[src/rtl/shift_seq_pkg.sv]
// Shared definitions for the operand-2 shift sequencer: shift-type codes,
// FSM state encoding and bit positions inside the 12-bit op2 field.
package shift_seq_pkg;

  localparam logic [1:0] SH_LSL = 2'b00;
  localparam logic [1:0] SH_LSR = 2'b01;
  localparam logic [1:0] SH_ASR = 2'b10;
  localparam logic [1:0] SH_ROR = 2'b11;

  localparam logic [2:0] ST_IDLE    = 3'd0;
  localparam logic [2:0] ST_RS_RD   = 3'd1;
  localparam logic [2:0] ST_RS_WAIT = 3'd2;
  localparam logic [2:0] ST_EXEC    = 3'd3;
  localparam logic [2:0] ST_DONE    = 3'd4;

  localparam int unsigned OP2_RS_LSB    = 8;   // Rs index / rotate field [11:8]
  localparam int unsigned OP2_SHAMT_LSB = 7;   // immediate shift amount [11:7]
  localparam int unsigned OP2_TYPE_LSB  = 5;   // shift type [6:5]
  localparam int unsigned OP2_REG_BIT   = 4;   // 1 = shift amount from Rs

endpackage

[src/rtl/shift_sequencer_shifter.sv]
// Barrel shifter datapath with register-shift semantics: amount 0 passes
// the operand and carry through; LSL/LSR/ASR saturate beyond 32.
module shift_sequencer_shifter
  import shift_seq_pkg::*;
(
  input  logic [31:0] operand,
  input  logic [7:0]  amount,
  input  logic [1:0]  shift_type,
  input  logic        carry_in,
  output logic [31:0] result,
  output logic        carry_out
);

  logic [32:0] lsl_ext;
  logic [32:0] lsr_ext;
  logic [32:0] asr_ext;
  logic [4:0]  rot;
  logic [31:0] ror_val;

  // One extra bit on the shifted-out side yields the carry for free
  assign lsl_ext = {1'b0, operand} << amount;
  assign lsr_ext = {operand, 1'b0} >> amount;
  assign asr_ext = $signed({operand, 1'b0}) >>> amount;
  assign rot     = amount[4:0];
  assign ror_val = (operand >> rot) | (operand << (6'd32 - {1'b0, rot}));

  always_comb begin
    result    = operand;
    carry_out = carry_in;
    if (amount != '0) begin
      case (shift_type)
        SH_LSL:  {carry_out, result} = lsl_ext;
        SH_LSR:  {result, carry_out} = lsr_ext;
        SH_ASR:  {result, carry_out} = asr_ext;
        default: begin
          result    = ror_val;
          carry_out = ror_val[31];
        end
      endcase
    end
  end

endmodule

[src/rtl/shift_sequencer.sv]
// Operand-2 shift sequencer: captures a request, optionally reads Rs from the
// register file, runs the shifter and holds the result until consumed.
// Register-specified shifts are built only with SHIFT_SEQ_REG_SHIFT_EN defined.
module shift_sequencer
  import shift_seq_pkg::*;
#(
  parameter int unsigned REGF_LAT = 1
) (
  input  logic        clk,
  input  logic        rst_n,
  input  logic        req_valid,
  output logic        req_ready,
  input  logic [11:0] op2_field,
  input  logic        i_flag,
  input  logic [31:0] rm_data,
  input  logic        carry_in,
  output logic        rs_rd_en,
  output logic [3:0]  rs_rd_addr,
  input  logic [31:0] rs_rd_data,
  output logic        res_valid,
  input  logic        res_ready,
  output logic [31:0] res_data,
  output logic        res_carry,
  output logic        res_undef,
  output logic        busy
);

  localparam logic [2:0] LAT_M1 = 3'(REGF_LAT - 1);

  logic [2:0]  state;
  logic [11:0] op2_q;
  logic        imm_q;
  logic [31:0] rm_q;
  logic        c_q;
  logic        reg_shift_q;

  logic [31:0] sh_operand;
  logic [7:0]  sh_amount;
  logic [1:0]  sh_type;
  logic [31:0] sh_result;
  logic        sh_carry;
  logic [31:0] nxt_data;
  logic        nxt_carry;
  logic        nxt_undef;

  assign reg_shift_q = !imm_q && op2_q[OP2_REG_BIT];

`ifdef SHIFT_SEQ_REG_SHIFT_EN
  logic [2:0] wait_cnt;
  logic [7:0] rs_amt_q;
  logic [3:0] rs_addr_q;
  logic       is_reg_shift;
  logic       unused_rs;

  assign is_reg_shift = !i_flag && op2_field[OP2_REG_BIT];
  assign rs_rd_en     = (state == ST_RS_RD);
  assign rs_rd_addr   = rs_addr_q;
  assign unused_rs    = ^rs_rd_data[31:8];
`else
  logic unused_rs;

  assign rs_rd_en   = 1'b0;
  assign rs_rd_addr = '0;
  assign unused_rs  = ^{rs_rd_data, LAT_M1};
`endif

  assign req_ready = (state == ST_IDLE);
  assign busy      = (state != ST_IDLE);
  assign res_valid = (state == ST_DONE);

  // Immediate operands are rotates of imm8; immediate LSR/ASR #0 mean #32
  always_comb begin
    sh_operand = rm_q;
    sh_type    = op2_q[OP2_TYPE_LSB +: 2];
    sh_amount  = {3'b000, op2_q[OP2_SHAMT_LSB +: 5]};
    if (imm_q) begin
      sh_operand = {24'd0, op2_q[7:0]};
      sh_type    = SH_ROR;
      sh_amount  = {3'b000, op2_q[OP2_RS_LSB +: 4], 1'b0};
    end else if (op2_q[OP2_REG_BIT]) begin
`ifdef SHIFT_SEQ_REG_SHIFT_EN
      sh_amount = rs_amt_q;
`else
      sh_amount = '0;
`endif
    end else if (op2_q[OP2_SHAMT_LSB +: 5] == '0 &&
                 (sh_type == SH_LSR || sh_type == SH_ASR)) begin
      sh_amount = 8'd32;
    end
  end

  shift_sequencer_shifter u_shifter (
    .operand    (sh_operand),
    .amount     (sh_amount),
    .shift_type (sh_type),
    .carry_in   (c_q),
    .result     (sh_result),
    .carry_out  (sh_carry)
  );

  // RRX bypasses the shifter; unsupported register shifts flag undef
  always_comb begin
    nxt_data  = sh_result;
    nxt_carry = sh_carry;
    nxt_undef = 1'b0;
    if (!imm_q && !op2_q[OP2_REG_BIT] && op2_q[OP2_TYPE_LSB +: 2] == SH_ROR &&
        op2_q[OP2_SHAMT_LSB +: 5] == '0) begin
      nxt_data  = {c_q, rm_q[31:1]};
      nxt_carry = rm_q[0];
    end
`ifndef SHIFT_SEQ_REG_SHIFT_EN
    if (reg_shift_q) begin
      nxt_data  = '0;
      nxt_carry = c_q;
      nxt_undef = 1'b1;
    end
`endif
  end

  always_ff @(posedge clk or negedge rst_n) begin
    if (!rst_n) begin
      state     <= ST_IDLE;
      op2_q     <= '0;
      imm_q     <= 1'b0;
      rm_q      <= '0;
      c_q       <= 1'b0;
      res_data  <= '0;
      res_carry <= 1'b0;
      res_undef <= 1'b0;
`ifdef SHIFT_SEQ_REG_SHIFT_EN
      wait_cnt  <= '0;
      rs_amt_q  <= '0;
      rs_addr_q <= '0;
`endif
    end else begin
      case (state)
        ST_IDLE: begin
          if (req_valid) begin
            op2_q <= op2_field;
            imm_q <= i_flag;
            rm_q  <= rm_data;
            c_q   <= carry_in;
`ifdef SHIFT_SEQ_REG_SHIFT_EN
            state     <= is_reg_shift ? ST_RS_RD : ST_EXEC;
            rs_addr_q <= is_reg_shift ? op2_field[OP2_RS_LSB +: 4] : '0;
`else
            state <= ST_EXEC;
`endif
          end
        end
`ifdef SHIFT_SEQ_REG_SHIFT_EN
        ST_RS_RD: begin
          wait_cnt <= LAT_M1;
          state    <= ST_RS_WAIT;
        end
        ST_RS_WAIT: begin
          if (wait_cnt == '0) begin
            rs_amt_q <= rs_rd_data[7:0];
            state    <= ST_EXEC;
          end else begin
            wait_cnt <= wait_cnt - 3'd1;
          end
        end
`else
        ST_RS_RD, ST_RS_WAIT: state <= ST_IDLE;
`endif
        ST_EXEC: begin
          res_data  <= nxt_data;
          res_carry <= nxt_carry;
          res_undef <= nxt_undef;
          state     <= ST_DONE;
        end
        ST_DONE: begin
          if (res_ready) state <= ST_IDLE;
        end
        default: state <= ST_IDLE;
      endcase
    end
  end

endmodule
[config.mk]
export PLATFORM = sky130hd
export DESIGN_NAME = shift_sequencer
export DESIGN_NICKNAME = d
export VERILOG_FILES = /design/src/rtl/shift_seq_pkg.sv /design/src/rtl/shift_sequencer_shifter.sv /design/src/rtl/shift_sequencer.sv
export SDC_FILE = /design/constraint.sdc
export NUM_CORES = 1
export LEC_CHECK = 0
export CORE_ASPECT_RATIO = 2
export CORE_MARGIN = 5
export CORE_UTILIZATION = 25
export DETAILED_ROUTE_END_ITERATION = 10
export GPL_ROUTABILITY_DRIVEN = 0
export GPL_TIMING_DRIVEN = 1
export PLACE_DENSITY_LB_ADDON = 0.12
export SYNTH_ARGS = -nofsm -noshare
export SYNTH_HDL_FRONTEND = slang
export SYNTH_SLANG_ARGS = --single-unit
[constraint.sdc]
create_clock -name clk -period 4.5 [get_ports clk]
set_clock_uncertainty 0.15 [all_clocks]
set_input_delay 0.45 -clock clk [delete_from_list [all_inputs] [get_ports clk]]
set_output_delay 0.45 -clock clk [all_outputs]
set_load 0.02 [all_outputs]
==> results_dict.tcl <==
set metrics [dict create \
    ys_seq_area_frac 0.1804 \
    synth_seq_cells 82 \
    critPathKind "reg -> reg" \
    cts.sinks 82 \
    vias 14270 \
    fin_setup_tns_ps 0 \
    hold_violations 0 \
    via_per_inst 6.508 \
    crit_fanout 67 \
    hpwl_um 65090 \
    grt_max_degree 89 \
    core_um2 45010 \
    synth_area_leaders "dfrtp_1 18%, mux2i_1 8.3%, a21oi_1 6.5%" \
    wl_per_cell_um 39.36 \
    ys_types 102 \
    arrival_ps 4460 \
    worst_ep_required_time_ps 4670 \
    avgSynthCellArea_um2 7.417 \
    cts_tree "built" \
    drc 0 \
    die_h_um 311.7 \
    ant_nets 0 \
    tightestPinTransition_ps 1323 \
    syn_inst 1534 \
    ctsHoldBuffers 0 \
    start_util 0.2528 \
    synth_ff_type "dfrtp_1" \
    status "completed" \
    dp_slack_ps 461.1 \
    cts_resized 0 \
    drive_gt1_frac 0.1736 \
    grt_pass1_wl_um 117400 \
    antenna_found_initial 7 \
    min_period_ps 4288 \
    drt_iter0_drc 1837 \
    crit_path_start_kind "register" \
    insertion_delay_ps 380 \
    grt_remaining_overflow 0 \
    h-tree-depth 3 \
    first_pass_iters 7 \
    syn_area_um2 11380 \
    die_w_um 160.8 \
    r2r_start "op2_q[7]" \
    startpoint "op2_q[7]" \
    mostFrequentLayoutCells "152 x nand2_1, 147 x a21oi_1, 140 x buf_4, 137 x nor2_1, 127 x o21ai_0" \
    yosys_warnings 0 \
    layout.nets 1709 \
    r2r.worst_path.cells 9 \
    clockBufferDepth 2 \
    synth_edf_count 0 \
    postCtsSetupRepairBufs 0 \
    port_buffers 86 \
    max_freq_mhz 233.2 \
    setup_viol 0 \
    wl_um 86270 \
    final_core_util 0.3038 \
    final_common_cell "nand2_1" \
    cts-root-buf "clkbuf_16" \
    fin_ws_ps 211.6 \
    timing.reg2reg.setup_slack_ps 210 \
    maxCapViolations 0 \
    dieArea_um2 50130 \
    yosys.area.top_type_share 0.1804 \
    rows 110 \
    dpl_cell_area_um2 13370 \
    synth_top_cell_by_area "dfrtp_1" \
    rsz0062_at_grt "no" \
    rr_endpoint "res_data[2]" \
    grt_pass1_vias 14070 \
    relSlewSlack 0.1084 \
    async_flop_share 1.000 \
    grt_use_total 0.3348 \
    end_kind "register" \
    hold_class "in -> async" \
    critPathCapture "res_data[2]" \
    slew_violations 0 \
    period_share 0.9530 \
    clkSlewWorstSetupHoldPaths_ps 80 \
    design_area_um2 13670 \
    area_growth_pct 20.18 \
    numCtsBuffers 9 \
    ios 124 \
]
-- worst max-delay path, cell delays in order (launching register included) --
cell	delay, ps
dfrtp_2	390
buf_12	310
and2b_4	530
nand2_1	140
a21oi_1	400
a22oi_1	190
a221oi_1	610
a21oi_1	140
o21ai_0	1040
a221o_1	280
-- flip-flops by register name, indices dropped and copies added, names as in the netlist --
signal,cells
op2_q,12
c_q,1
state,2
res_data,32
res_carry,1
imm_q,1
rm_q,32
res_undef,1
-- cell type report --
type | count | area, um2
tap | 560 | 700.7
inverter | 23 | 86.33
antenna | 2 | 5.005
timing repair buffer | 231 | 2022
clock buffer | 10 | 229.0
multi-input combinational | 1278 | 8498
clock inverter | 6 | 73.82
fill | 4868 | 31330
sequential | 82 | 2058
-- kinds of logic after synthesis --
group	share of synthesized area
compound gates	0.3547
simple gates	0.2142
buf+inv	0.07566
mux	0.1718
flops	0.1804
fa+ha+maj	0.002199
other cells	0.0003296
xor+xnor	0.0007700
-- per-stage QoR --
stage	std cells	hold WS [ps]
floorplan	1538	4.409
global placement	2174	319.2
detailed placement	2174	323.2
CTS	2190	58.42
global route	2190	99.55
finish	2192	27.68
-- cells in the mapped netlist, types with 32 or more instances --
library cell and number:
nand2_1 152, a21oi_1 147, nor2_1 140, o21ai_0 128, mux2i_1 94, dfrtp_1 82
clkbuf_1 77, mux2_2 53, buf_2 46, a211oi_1 40, nand3_1 39, nor3_1 35
nand2b_1 32
-- routing by layer --
metal | global-route usage | vias up | wire [um]
met4 | 0.3161 | 6 | 11000
met3 | 0.07842 | 374 | 7117
met2 | 0.5562 | 982 | 40360
li1 | - | 6024 | -
met5 | 0 | - | 39
met1 | 0.3406 | 6879 | 27750
-- worst min path at each step --
stage,cells after the start,from,endpoint
2_1_floorplan,0,rst_n,c_q
3_3_place_gp,1,res_undef,res_undef
3_5_place_dp,1,res_undef,res_undef
4_1_cts,1,rst_n,res_data[31]
5_1_grt,1,rst_n,res_data[31]
6_report,1,rst_n,res_data[13]
Power is left out: the tool's default activity adds up to more than one toggle a clock period on the data nets, which glitch-free logic cannot reach.
